===== src/rtl/rvfi_trace_serializer.sv =====
// RVFI retirement trace serializer: record FIFO plus word-serializing stream FSM.
// Optional macro RVFI_TRACE_COMPRESS_EN shortens non-memory records to 3 words.
module rvfi_trace_serializer #(
  parameter int unsigned DEPTH = 4,
  parameter logic [7:0]  SYNC  = 8'hA5
) (
  input  logic        clk,
  input  logic        rst_n,
  input  logic        rvfi_valid,
  input  logic [31:0] rvfi_pc_rdata,
  input  logic [4:0]  rvfi_rd_addr,
  input  logic [31:0] rvfi_rd_wdata,
  input  logic [31:0] rvfi_mem_addr,
  input  logic [3:0]  rvfi_mem_rmask,
  input  logic [3:0]  rvfi_mem_wmask,
  input  logic [31:0] rvfi_mem_rdata,
  input  logic [31:0] rvfi_mem_wdata,
  output logic        tx_valid,
  input  logic        tx_ready,
  output logic [31:0] tx_data,
  output logic        tx_last,
  output logic [15:0] dropped_cnt
);
  localparam int AW = $clog2(DEPTH);

  typedef enum logic {IDLE, SEND} state_e;

  logic [DEPTH-1:0][4:0][31:0] rec_q;
  logic [4:0][31:0]            rec_new, head;
  logic [AW:0]                 wr_ptr_q, wr_ptr_d, rd_ptr_q, rd_ptr_d, cnt;
  logic [2:0]                  k_q, k_d, last_idx;
  state_e                      state_q, state_d;
  logic [7:0]                  seq_q, seq_d;
  logic                        ovf_q, ovf_d;
  logic [15:0]                 drop_q, drop_d;
  logic                        full, empty, push, drop, pop, xfer, mem;

  assign cnt   = wr_ptr_q - rd_ptr_q;
  assign empty = (wr_ptr_q == rd_ptr_q);
  assign full  = (wr_ptr_q[AW] != rd_ptr_q[AW]) &&
                 (wr_ptr_q[AW-1:0] == rd_ptr_q[AW-1:0]);
  assign push  = rvfi_valid && !full;
  assign drop  = rvfi_valid && full;

  // Record is fully formatted at capture so the output path is a plain mux.
  assign mem = (|rvfi_mem_rmask) || (|rvfi_mem_wmask);
  always_comb begin
    rec_new    = '0;
    rec_new[0] = {SYNC, seq_q, rvfi_rd_addr, rvfi_mem_rmask, rvfi_mem_wmask,
                  1'b0, ovf_q, mem};
    rec_new[1] = rvfi_pc_rdata;
    rec_new[2] = rvfi_rd_wdata;
    if (mem) begin
      rec_new[3] = rvfi_mem_addr;
      rec_new[4] = (|rvfi_mem_rmask) ? rvfi_mem_rdata : rvfi_mem_wdata;
    end
  end

  assign head = rec_q[rd_ptr_q[AW-1:0]];

`ifdef RVFI_TRACE_COMPRESS_EN
  assign last_idx = head[0][0] ? 3'd4 : 3'd2;
`else
  assign last_idx = 3'd4;
`endif

  assign tx_valid = (state_q == SEND);
  assign tx_data  = tx_valid ? head[k_q] : 32'h0;
  assign tx_last  = tx_valid && (k_q == last_idx);
  assign xfer     = tx_valid && tx_ready;
  assign pop      = xfer && tx_last;

  always_comb begin
    state_d = state_q;
    k_d     = k_q;
    case (state_q)
      IDLE: if (push || !empty) state_d = SEND;
      SEND: begin
        if (xfer) begin
          if (tx_last) begin
            k_d = 3'd0;
            if ((cnt == (AW+1)'(1)) && !push) state_d = IDLE;
          end else begin
            k_d = k_q + 3'd1;
          end
        end
      end
      default: state_d = IDLE;
    endcase
  end

  always_comb begin
    wr_ptr_d = wr_ptr_q + (push ? (AW+1)'(1) : (AW+1)'(0));
    rd_ptr_d = rd_ptr_q + (pop  ? (AW+1)'(1) : (AW+1)'(0));
    seq_d    = seq_q + (rvfi_valid ? 8'd1 : 8'd0);
    ovf_d    = ovf_q;
    if (push)      ovf_d = 1'b0;
    else if (drop) ovf_d = 1'b1;
    drop_d   = drop_q;
    if (drop && (drop_q != 16'hFFFF)) drop_d = drop_q + 16'd1;
  end

  always_ff @(posedge clk) begin
    if (!rst_n) begin
      state_q  <= IDLE;
      k_q      <= 3'd0;
      wr_ptr_q <= '0;
      rd_ptr_q <= '0;
      seq_q    <= 8'd0;
      ovf_q    <= 1'b0;
      drop_q   <= 16'd0;
    end else begin
      state_q  <= state_d;
      k_q      <= k_d;
      wr_ptr_q <= wr_ptr_d;
      rd_ptr_q <= rd_ptr_d;
      seq_q    <= seq_d;
      ovf_q    <= ovf_d;
      drop_q   <= drop_d;
    end
  end

  // Storage needs no reset: entries are only read after being written.
  always_ff @(posedge clk) begin
    if (push) rec_q[wr_ptr_q[AW-1:0]] <= rec_new;
  end

  assign dropped_cnt = drop_q;
endmodule

===== config.mk =====
export PLATFORM = sky130hd
export DESIGN_NAME = rvfi_trace_serializer
export DESIGN_NICKNAME = d
export VERILOG_FILES = /design/src/rtl/rvfi_trace_serializer.sv
export SDC_FILE = /design/constraint.sdc
export NUM_CORES = 1
export LEC_CHECK = 0
export CAP_MARGIN = 20
export CORE_AREA = 8 8 225 227
export DETAILED_ROUTE_END_ITERATION = 10
export DIE_AREA = 0 0 233 235
export GPL_ROUTABILITY_DRIVEN = 1
export PLACE_DENSITY_LB_ADDON = 0.3
export SLEW_MARGIN = 20
export SYNTH_ARGS = -nofsm -noshare
export SYNTH_HDL_FRONTEND = slang
export SYNTH_SLANG_ARGS = --single-unit

===== constraint.sdc =====
create_clock -name clk -period 22.4 [get_ports clk]
set_clock_uncertainty 0.2 [all_clocks]
set_input_delay 3.36 -clock clk [delete_from_list [all_inputs] [get_ports clk]]
set_output_delay 3.36 -clock clk [all_outputs]
set_load 0.02 [all_outputs]

* After elaboration in Yosys (flattened, before gate mapping)
Cells that the tools add are included.
Word-level totals: register bits 675, logic and storage cells 82, bits of input ports 177, output and inout port bits 50
Operators by class: $lt $le $gt $ge 4, bitwise operators 2, reduce and logical (&&, ||, !) cells 18, mux-type cells 19, add/sub/neg operators 6, equality and inequality tests 6
Operators by type and width (count):
- 640-bit bitwise mux | 1
- 160-bit binary-select mux with 2-bit select | 1
- 160-bit demux with 2-bit select | 1
- 160-bit 2-to-1 mux | 2
- 32-bit binary-select mux with 3-bit select | 1
- 32-bit 2-to-1 mux | 3
- 64-bit 2-to-1 mux | 1
- 16-bit by 1-bit adder with 16-bit output, second input constant | 1
- 16-bit != test, second input constant | 1
- 1-bit logical AND | 9
- 8-bit by 1-bit adder with 8-bit output | 1
- 4-bit OR reduction | 2
- 1-bit 2-to-1 mux | 7
- 3-bit by 1-bit adder with 3-bit output | 2
- 2-bit by 3-bit less-than comparator with 1-bit output, second input constant | 2
- 3-bit by 4-bit less-than comparator with 1-bit output, second input constant | 1
- 3-bit by 1-bit adder with 3-bit output, second input constant | 1
- 3-bit by 1-bit equality test with 1-bit output, second input constant | 1
- 3-bit equality test | 1
- 3-bit equality test, second input constant | 1
- 1-bit logical NOT | 3
- 3-bit 2-to-1 mux | 1
- 3-bit subtractor | 1
- 2-bit equality test | 1
- 7 further kinds | 9

* Logic depth before layout (Yosys ltp)
depth in word-level cells 10, gate-level depth with buffers 12, depth with buffers taken out 9

* Least setup slack after synthesis
Ideal clock, no wire load.
kind input to register, from input port rvfi_valid, to register rec_q[0] in the netlist's numbering, enable pin, data required time 21.353 ns, slack 7.696 ns, library setup time 0.847 ns, stages 2, path buffers 0, data arrival time 13.657 ns, cells stage by stage nand2_1 > nor3_1
On the way: word-level cells in the longest chain between the ends 1
RTL lines:
- start: declaration | line 9 | input logic rvfi_valid,
- 1-bit logical AND | line 42 | assign push = rvfi_valid && !full;
- end signal: indexed assignment | line 125 | if (push) rec_q[wr_ptr_q[AW-1:0]] <= rec_new;
- end: declaration | line 28 | logic [DEPTH-1:0][4:0][31:0] rec_q;
No other way between the ends. A chain may end at the register's enable or synchronous reset.

* Worst setup path after layout
from register rd_ptr_q[0], to output port tx_data[23]
On the way: word-level cells in the longest chain between the ends 5
RTL lines:
- start: declaration | line 30 | logic [AW:0] wr_ptr_q, wr_ptr_d, rd_ptr_q, rd_ptr_d, cnt;
- start signal: assignment | line 116 | rd_ptr_q <= rd_ptr_d;
- 160-bit binary-select mux with 2-bit select | line 59 | assign head = rec_q[rd_ptr_q[AW-1:0]];
- 160-bit 2-to-1 mux (implied by the code) | line 59
- 32-bit binary-select mux with 3-bit select | line 68 | assign tx_data = tx_valid ? head[k_q] : 32'h0;
- 32-bit 2-to-1 mux (implied by the code) | line 68
- 32-bit 2-to-1 mux | line 68
- end: declaration | line 20 | output logic [31:0] tx_data,
No other way between the ends. The select of a mux whose other input is x is not followed.

==> impl_metrics.csv <==
group,metric,value,unit
placed_design,place_congestion,0.762,
grt,track_usage,0.214,
sta,maxSlewViolCount,0,
pwr,powerDensity,85.9,mW/mm^2
worst_setup_path,r2r-start,"rd_ptr_q[1]$_SDFF_PN0_",
routing,finalWirelength,58.8,mm
routing,wire_per_inst,25.4,um
pwr,power_frac_clock,0.408,
pwr,p_seq_frac,0.527,
pwr,p_int,0.00208,W
layout,synthToLayoutAreaGrowth,19.9,%
pwr,swShare,0.206,
sta,setup_violations,0,
grt,antenna_found_initial,8,
worst_setup_path,startpoint,"rd_ptr_q[0]$_SDFF_PN0_",
grt,met1_usage,0.298,
cts,clk_root_buffer_cell,"clkbuf_16",
run_status,status,"finished clean",
synthesis,yosys-top-cells-count,"edfxtp_1, nand2_1, mux4_2",
worst_hold_path,hold_class,"flip-flop to flip-flop",
die,chipHeight,235,um
layout,drive_gt1_frac,0.199,
grt,grt_pass1_vias,14200,
pwr,ir_drop,0.0000587,V
cts,post_cts_buffers,0,
die,start_util,0.539,
grt,met2_usage,0.336,
cts,cts_resized,0,
synthesis,async_flop_share,0,
synthesis,yosys_most_used_dff,"edfxtp_1",
synthesis,synth_edf_count,604,
die,io_pins,227,
grt,grt-ovfl-total,0,
cts,tritoncts,"done",
routing,drcViolationCount,0,
synthesis,yosysSeqAreaShare,0.741,
synthesis,synth.avg_cell_area,18.0,sq um
cts,cts_made_buffers,61,
grt,grt_busiest_layer,"met2",
sta,worst_slew_pin_slew,1100,ps
die,dieArea,0.0548,sq mm
routing,antenna_left,0,
cts,clk_path_buf_depth,3,
grt,met3_usage,0.0515,
layout,fillers,3189,
sta,hold_violations,0,
worst_setup_path,crit_fanout,55,
job,max_cap_violations,0,
layout,ff_latch_area,0.0188,sq mm
die,rows,80,
worst_setup_path,critPathRequiredTime,18840,ps
pwr,p_comb_frac,0.066,
worst_hold_path,worstHoldStart,"dropped_cnt[15]$_SDFFE_PN0P_",
cts,holdBufCountCts,0,
sta,rsz0062_at_grt,"no",
pwr,leakage,9.82,nW
placed_design,hpwl,36.0,mm
grt,grt_pass1_wl,88.5,mm
synthesis,syn_area,0.0254,sq mm
pwr,p_switching,0.000539,W
sta,relSlewSlack,0.267,
pwr,power,0.00262,W
layout,final_net_count,1838,
routing,drt_iter0_drc,1318,
cts,htreeDepth,2,
placed_design,port_buffers,226,
routing,drt-pass1-iter-count,5,
synthesis,yosysWarnings,0,
cts,clkTransAtPathRegs,60,ps
placed_design,dp_slack,14910,ps
routing,via_per_inst,6.02,
synthesis,synth.distinct_cells,51,
synthesis,synthCells,1414,
sta,final.setup.worst_slack,14820,ps
worst_setup_path,crit_arrival,4030,ps
layout,multi_input_area,0.00625,sq mm
grt,grt_max_degree,84,
sta,tns,0,ps
worst_setup_path,crit_path_start_kind,"flip-flop",
worst_setup_path,cp-end-kind,"primary output",
synthesis,ys_seq_elements,639,
synthesis,synth_top_cell_by_area,"edfxtp_1",
die,die_w,233,um
synthesis,synth_fp_nets,1603,
cts,clock-sinks,639,
routing,vias,14000,
synthesis,synth_top_area_share,0.713,
synthesis,yosys.cell_count.top_type,"edfxtp_1",
sta,fin_crit_sh,0.339,
sta,period_needed,7580,ps
synthesis,synth.area.top_cells,"edfxtp_1, mux4_2, mux2_2",
die,coreArea,0.0471,sq mm
worst_setup_path,criticalPathCategory,"flip-flop to primary output",
sta,max_freq,132,MHz
cts,clock_latency,620,ps
through the flow:
step	instances	hold slack [ps]	util	area, sq um
2_1_floorplan	1414	260	-	25400
3_3_place_gp	2200	271	0.602	28400
3_5_place_dp	2200	282	0.602	28400
4_1_cts	2316	293	0.646	30500
5_1_grt	2318	330	0.647	30500
6_report	2319	293	0.647	30500
cells by family (layout without fill, tap and decap cells):
| kind of cell | after synthesis | after routing | synth area share |
|---|---|---|---|
| adders and majority gates | 12 | 12 | 0.00620 |
| buffers and inverters | 91 | 379 | 0.0148 |
| DFF | 639 | 639 | 0.741 |
| AOI/OAI and AO/OA | 179 | 179 | 0.0453 |
| other | 0 | 2 | 0 |
| and+or+nand+nor | 271 | 271 | 0.0510 |
| xor gates and xnor gates | 10 | 10 | 0.00374 |
| muxes | 212 | 212 | 0.138 |
cells in the final DEF, fill, tap and decap left out, drive strengths merged, types with 2 or more instances in the layout:
| master | instances |
|---|---|
| clkinv | 33 |
| or4 | 8 |
| a21oi | 72 |
| clkbuf | 71 |
| dfxtp | 35 |
| or3 | 2 |
| o21ai | 3 |
| mux2i | 12 |
| nor2 | 39 |
| mux4 | 102 |
| nor3 | 7 |
| buf | 26 |
| nand4 | 5 |
| inv | 11 |
| a211oi | 2 |
| ha | 11 |
| nand3 | 10 |
| edfxtp | 604 |
| or2 | 2 |
| mux2 | 98 |
| a221o | 23 |
| nand2b | 8 |
| clkdlybuf4s50 | 226 |
| diode | 2 |
| nor4 | 6 |
| xnor2 | 4 |
| nand2 | 131 |
| o22ai | 57 |
| a22oi | 6 |
| a2bb2oi | 3 |
| o31ai | 8 |
| xor2 | 6 |
| bufinv | 11 |
| and2 | 40 |
| and3 | 9 |
critical path: stages (launching register included):
cell,delay (ps)
dfxtp_4,620
buf_16,330
buf_6,630
mux4_2,600
nand2_1,80
a21oi_1,130
a221o_1,320
clkdlybuf4s50_1,590
sequential cells by signal, indices dropped and copies added, names as in the netlist:
register	count
wr_ptr_q	3
k_q	3
rec_q	604
dropped_cnt	16
rd_ptr_q	3
ovf_q	1
seq_q	8
tx_valid	1
final timing paths:
path,endpoint,slack (ps),cells after the start
worst max-delay path,tx_data[23],14820,7
worst max register to register,rec_q[617]$_DFFE_PP_,17500,8
worst min register to register,dropped_cnt[15]$_SDFFE_PN0P_,290,2
worst min-delay path,dropped_cnt[15]$_SDFFE_PN0P_,290,2
metal layers:
metal  vias to the layer above  share of wire
met5                         -         0.0013
met3                        90          0.076
li1                       6130              -
met4                        12          0.020
met2                       531           0.48
met1                      7204           0.42
final cells by class:
type / count / share of cell area
Sequential cell: 639 / 0.618
Multi-Input combinational cell: 684 / 0.205
Timing Repair Buffer: 252 / 0.0814
Clock buffer: 71 / 0.0527
Tap cell: 615 / 0.0252
Clock inverter: 45 / 0.0162
Inverter: 11 / 0.00135
Antenna cell: 2 / 0.000164
power groups by stage:
| stage | sequential (W) | combinational, W | clock [W] |
|---|---|---|---|
| floorplan | 0.00142 | 0.0000839 | 0 |
| global placement | 0.00140 | 0.000170 | 0 |
| detailed placement | 0.00141 | 0.000172 | 0 |
| CTS | 0.00138 | 0.000173 | 0.00108 |
| global route | 0.00138 | 0.000183 | 0.00113 |
| finish | 0.00138 | 0.000172 | 0.00107 |
No activity file was read; power rests on OpenSTA's default activity.
